===== src/rtl/serial_add_ctrl.sv =====
// Bit-serial adder sequencer: time-shares one external full-adder cell over WIDTH clocks, LSB first.
// Optional subtract mode (input port sub) is enabled by defining SERIAL_ADD_SUB_EN.
module serial_add_ctrl #(
  parameter int WIDTH = 8
) (
  input  logic             clk,
  input  logic             rst_n,
  input  logic             start,
  input  logic [WIDTH-1:0] a,
  input  logic [WIDTH-1:0] b,
  input  logic             cin,
`ifdef SERIAL_ADD_SUB_EN
  input  logic             sub,
`endif
  output logic             fa_a,
  output logic             fa_b,
  output logic             fa_cin,
  input  logic             fa_sum,
  input  logic             fa_cout,
  output logic             busy,
  output logic             done,
  output logic [WIDTH-1:0] sum,
  output logic             cout
);

  localparam int CW = (WIDTH > 1) ? $clog2(WIDTH) : 1;
  localparam logic [CW-1:0] LAST = CW'(WIDTH - 1);

  typedef enum logic [1:0] {IDLE, SHIFT, DONE} state_t;

  state_t           state_q;
  logic [WIDTH-1:0] a_sh_q, b_sh_q, sum_q;
  logic [CW-1:0]    cnt_q;
  logic             carry_q, cout_q, busy_q, done_q;

  logic             sub_w;
  logic [WIDTH-1:0] b_load_d, sum_shift_d;
  logic             carry_load_d;

`ifdef SERIAL_ADD_SUB_EN
  assign sub_w = sub;
`else
  assign sub_w = 1'b0;
`endif

  // Subtraction is a + ~b + 1, so the invert and forced carry happen at capture.
  assign b_load_d     = sub_w ? ~b : b;
  assign carry_load_d = sub_w ? 1'b1 : cin;

  generate
    if (WIDTH == 1) begin : g_sum_w1
      assign sum_shift_d = fa_sum;
    end else begin : g_sum_wn
      assign sum_shift_d = {fa_sum, sum_q[WIDTH-1:1]};
    end
  endgenerate

  always_ff @(posedge clk or negedge rst_n) begin
    if (!rst_n) begin
      state_q <= IDLE;
      a_sh_q  <= '0;
      b_sh_q  <= '0;
      sum_q   <= '0;
      cnt_q   <= '0;
      carry_q <= 1'b0;
      cout_q  <= 1'b0;
      busy_q  <= 1'b0;
      done_q  <= 1'b0;
    end else begin
      case (state_q)
        IDLE: begin
          done_q <= 1'b0;
          if (start) begin
            a_sh_q  <= a;
            b_sh_q  <= b_load_d;
            carry_q <= carry_load_d;
            cnt_q   <= '0;
            sum_q   <= '0;
            cout_q  <= 1'b0;
            busy_q  <= 1'b1;
            state_q <= SHIFT;
          end
        end
        SHIFT: begin
          sum_q   <= sum_shift_d;
          carry_q <= fa_cout;
          a_sh_q  <= a_sh_q >> 1;
          b_sh_q  <= b_sh_q >> 1;
          cnt_q   <= cnt_q + CW'(1);
          if (cnt_q == LAST) begin
            cout_q  <= fa_cout;
            done_q  <= 1'b1;
            state_q <= DONE;
          end
        end
        DONE: begin
          done_q  <= 1'b0;
          busy_q  <= 1'b0;
          state_q <= IDLE;
        end
        default: begin
          done_q  <= 1'b0;
          busy_q  <= 1'b0;
          state_q <= IDLE;
        end
      endcase
    end
  end

  // FA drive comes only from registers, gated so the cell sees zeros outside SHIFT.
  assign fa_a   = (state_q == SHIFT) & a_sh_q[0];
  assign fa_b   = (state_q == SHIFT) & b_sh_q[0];
  assign fa_cin = (state_q == SHIFT) & carry_q;

  assign busy = busy_q;
  assign done = done_q;
  assign sum  = sum_q;
  assign cout = cout_q;

endmodule


===== config.mk =====
export PLATFORM = sky130hd
export DESIGN_NAME = serial_add_ctrl
export DESIGN_NICKNAME = d
export VERILOG_FILES = /design/src/rtl/serial_add_ctrl.sv
export SDC_FILE = /design/constraint.sdc
export NUM_CORES = 1
export LEC_CHECK = 0
export ABC_AREA = 1
export CAP_MARGIN = 20
export CORE_MARGIN = 2
export CORE_UTILIZATION = 40
export CTS_CLUSTER_DIAMETER = 30
export DETAILED_ROUTE_END_ITERATION = 6
export GPL_TIMING_DRIVEN = 0
export HOLD_SLACK_MARGIN = 0.06
export PLACE_DENSITY = 0.68
export SLEW_MARGIN = 20
export SYNTH_ARGS = -nofsm -noshare
export SYNTH_HDL_FRONTEND = slang
export SYNTH_SLANG_ARGS = --single-unit

===== constraint.sdc =====
create_clock -name clk -period 1.1 [get_ports clk]
set_input_delay 0.11 -clock clk [delete_from_list [all_inputs] [get_ports clk]]
set_output_delay 0.11 -clock clk [all_outputs]
set_load 0.01 [all_outputs]

Word-level counts from Yosys, hierarchy flattened
Index checks and enable logic that the tools add are counted.
{ "word_totals": {"reg_bits": 33, "inputBits": 22, "output_inout_bits": 14, "word_cells": 44} }
{ "classes": {"n_addsub": 1, "n_eq_ne": 4, "mux": 20, "bitwise": 4, "n_reduce_logical": 6} }
{ "ops": {"columns": ["cell", "n"], "rows": [
  ["8-bit one-hot mux with 2 select lines", 3],
  ["8-bit 2-to-1 mux", 3],
  ["1-bit 2-to-1 mux", 6],
  ["1-bit one-hot mux with 2 select lines", 3],
  ["3-bit one-hot mux with 2 select lines", 1],
  ["2-bit AND reduction", 3],
  ["2-bit 2-to-1 mux", 2],
  ["2-bit != test (second input constant)", 2],
  ["2-bit one-hot mux with 2 select lines", 1],
  ["3-bit by 1-bit adder with 3-bit output (second input constant)", 1],
  ["1-bit bitwise AND", 3],
  ["3-bit equality test (second input constant)", 1],
  ["3-bit 2-to-1 mux", 1],
  ["3-bit AND reduction", 1],
  ["2-bit by 1-bit equality test with 1-bit output (second input constant)", 1],
  ["2-bit zero test", 1],
  ["2-bit nonzero test", 1],
  ["1-bit inverter", 1]
]} }

Longest topological paths before layout
{ "depth": {"ltp_word": 3, "mapped_depth": 6, "depth_no_buf": 5} }

Worst setup path after synthesis
Ideal clock, no wire load.
{ "synth_path": {"path_kind": "register to output", "startpoint": "register state_q[1]", "endpoint": "output fa_a", "arrival_ps": 970, "t_required_ps": 990, "path_slack_ps": 20, "path_stages_with_launch": 5, "n_path_buf": 1, "path_cell_list": "dfrtp_1 > inv_4 > nand2_8 > buf_4 > nor2_1"} }
{ "synth_between": {"elab_chain_len": 2} }
{ "synth_lines": {"columns": ["element", "line_no", "source"], "rows": [
  ["from (decl)", "31", "state_t state_q;"],
  ["from (signal assigned)", "60", "state_q <= IDLE;"],
  ["from (signal assigned)", "81", "state_q <= SHIFT;"],
  ["from (signal assigned)", "93", "state_q <= DONE;"],
  ["2-bit by 1-bit equality test with 1-bit output", "111", "assign fa_a = (state_q == SHIFT) & a_sh_q[0];"],
  ["1-bit bitwise AND", "111", null],
  ["to (decl)", "15", "output logic fa_a,"]
]} }
No other way between the ends.

Final worst setup path
{ "layout_path": {"startpoint": "register state_q[1]", "endpoint": "output fa_b"} }
{ "layout_between": {"elab_chain_len": 2} }
{ "layout_lines": {"columns": ["element", "line_no", "source"], "rows": [
  ["2-bit by 1-bit equality test with 1-bit output", "112", "assign fa_b = (state_q == SHIFT) & b_sh_q[0];"],
  ["1-bit bitwise AND", "112", null],
  ["to (decl)", "16", "output logic fa_b,"]
]} }
No other way between the ends.

==> results by group <==
Outcome
  • Status: finished with violations
  • Failing checks: negative setup slack

Power
  • PwrDens: 2670 nW/µm²
  • Max rail drop VDD: 1.26 mV
  • Total power: 0.00630 W
  • Lkg Pwr: 1.27 nW

Global route
  • Largest net degree at the start of global routing: 18
  • GRT Overall Usage: 18.9%
  • GR Util met3: 3.57%
  • Grt met2 use: 30.2%
  • First-pass GRT wire length: 6580 µm
  • Initial antenna violation count: 0
  • Number of global-route vias before repair: 1387
  • GR peak layer: met2
  • Grt total ovfl: 0
  • GRT met1 Usage: 25.7%

Critical path
  • Crit path DAT: 1.16 ns
  • Setup crit start kind: flip-flop
  • Slowest CP cell: dfrtp_1
  • Critical path's top delay family: flip-flops
  • Worst path max stage delay: 0.41 ns
  • Worst setup EP type: output port
  • Required time of the worst setup path: 0.99 ns
  • Setup CP Type: flip-flop to output port
  • Worst-path cell chain: inv_4 -> nand2_8 -> buf_8 -> nor2_2 -> buf_2
  • Crit path buffers/inverters: 3
  • Max Fanout on Critical Path: 5

STA
  • Final hold slack: 0.296 ns
  • Setup slack after layout: -0.173 ns
  • Worst-margin pin slew: 0.450 ns
  • Final setup violation count: 30
  • Minimum clock period after layout: 1.27 ns
  • Worst Skew: 0.00584 ns
  • Max Slew Vio Count: 0
  • Period utilization: 116%
  • Setup tns final: -3.06 ns
  • Fmax: 785 MHz
  • Max_slew headroom: 70.0%
  • RSZ-0062 raised after global routing: true
  • Final hold vios: 0

Floorplanning
  • Die Wd: 68.7 µm
  • I/O Pins: 36
  • Die extent in y: 68.7 µm
  • Core footprint: 4000 µm²
  • Initial Utilization: 41.9%
  • Row count: 23
  • Die ar.: 4720 µm²

Drt
  • Via density: 4.72
  • WL/cell: 12.4 µm
  • ANT nets after route: 0
  • Pre-Repair DR Iteration Count: 4
  • Vias: 1483
  • Iteration-0 DRC Markers: 57
  • DRC viols: 0
  • Post-Route WL: 3890 µm

Logic synthesis
  • Unique masters post-synth: 15
  • Post-Synth Adder-Cell Area: 1.49%
  • Mux share of post-synthesis cell area: 0%
  • Synth Register Bits: 33
  • Synth Net Count: 232
  • Cell taking the most area after synthesis: dfrtp_1
  • Cells after synthesis: 208
  • Synth area leaders: dfrtp_1 (49%), nand3_1 (17%), nand2_1 (12%), inv_1 (7.6%), buf_4 (3.6%)
  • Synth Area in Compound Gates: 2.02%
  • Synth top area share: 49.3%
  • Synth Area in Simple Gates: 33.9%
  • Syn Std Cell Area: 1670 µm²
  • XOR/XNOR Fraction of Synth Area: 0%
  • Ys Warns: 0
  • Sequential share of the synthesized area: 49.3%
  • Largest family of logic cells by synthesized area: simple AND/OR/NAND/NOR gates
  • Avg Synthesized Cell Area: 8.05 µm²

CTS
  • Clk sinks: 33
  • CTS Buf Count: 5
  • Clk slew on worst S/H paths: 0.07 ns
  • Clock root buffer: clkbuf_8
  • CTS max path bufs: 2
  • CTS tree: built
  • H-tree depth: 2
  • Clk_lat worst skew: 0.28 ns

Placement
  • IO buf count: 35
  • Placed Instance Area: 2110 µm²
  • GP Congestion: 0.768
  • HPWL after DPL: 2510 µm
  • Dpl cells: 294

Job
  • Max_cap viols: 0

Cells and area
  • Area Growth Syn to Fin: 41.0%
  • Share of post-route cells with drive strength above 1: 18.6%
  • Fill count: 364
  • Ant. Diodes: 0
  • Most common cell after layout, fill and taps aside: nand3_1
  • Non-Filler Instances: 314
  • Commonest cells after routing, fill and taps aside: nand3_1 (57), nand2_1 (52), inv_1 (33), dfrtp_1 (33), clkdlybuf4s50_1 (20)
  • Final Instance Area: 2360 µm²
  • Nets: 288

Min path
  • Hold Crit Class: input pin to asynchronous set/reset pin
-- path summary, 6_finish.rpt --
check | startpoint | to | slack [ns] | cells after the start
worst min register to register | busy | busy | 0.48 | 2
worst max-delay path | state_q[1] | fa_b | -0.17 | 5
worst max register to register | state_q[1] | a_sh_q[4] | -0.14 | 7
max in group asynchronous | rst_n | cnt_q[2] | 0.36 | 3
min in group clk | fa_sum | sum[7] | 0.38 | 3
worst min-delay path | rst_n | cnt_q[0] | 0.30 | 2
-- kinds of logic after synthesis --
logic type	after synthesis
buffers and inverters	46
and+or+nand+nor	121
adders and majority gates	2
AOI/OAI and AO/OA	6
DFF	33
-- where the power goes --
group	internal, W	switching, W	leakage (nW)	total, W
combinational	0.00156	0.00173	0.821	0.00329
sequential	0.00177	0.000305	0.409	0.00207
clock	0.000496	0.000432	0.0443	0.000928
total	0.00383	0.00247	1.27	0.00630
-- synth_stat cells (all sizes together) --
cell type / instances
buf: 11
a21oi: 1
nand3: 57
dfrtp: 33
ha: 2
o21ai: 5
nor2: 9
inv: 35
nand2: 55
-- flip-flops by register name (all words and copies together), names as in the netlist --
signal / flops
a_sh_q: 8
b_sh_q: 8
busy: 1
carry_q: 1
cnt_q: 3
cout: 1
done: 1
state_q: 2
sum: 8
-- worst reg2reg max path: stages (launching register included) --
cell and delay [ns]:
dfrtp_1 0.41, inv_4 0.10, buf_6 0.16, nand2_8 0.10, nand2_8 0.12, buf_6 0.15
nand3_1 0.08, nand2_1 0.07
-- area by class of cell --
cell class	count	area (µm²)	share of cell area (%)
timing repair buffer	49	463	19.6
clock buffer	7	86.3	3.66
inverter	35	134	5.67
sequential	33	826	35.0
multi-input combinational	129	676	28.6
tap	50	62.6	2.65
buffer	11	114	4.82
-- metal layers --
metal,part of all wire (%),routed length [µm],up-vias
met5,0,0,-
met3,3.8,149,7
met1,47,1830,693
li1,-,-,759
met4,1.6,61,0
met2,47,1850,24
-- through the flow --
stage | setup slack [ns] | util [%]
after global routing | -0.218 | 59.0
after global placement | -0.785 | 52.2
after CTS | -0.183 | 57.8
final | -0.173 | 59.0
after detailed placement | -0.545 | 52.7
after floorplan | 0.0200 | -
-- repair_timing --
action                                  4_1_cts  5_1_grt
hold endpoints to repair                     16        0
resized for setup                            39       12
setup buffers                                 9        2
pin swaps                                     2        0
gates cloned                                  1        0
endpoints found under the setup margin       43       34
hold buffers                                  1        0
Power figures use the tool's default switching activity.
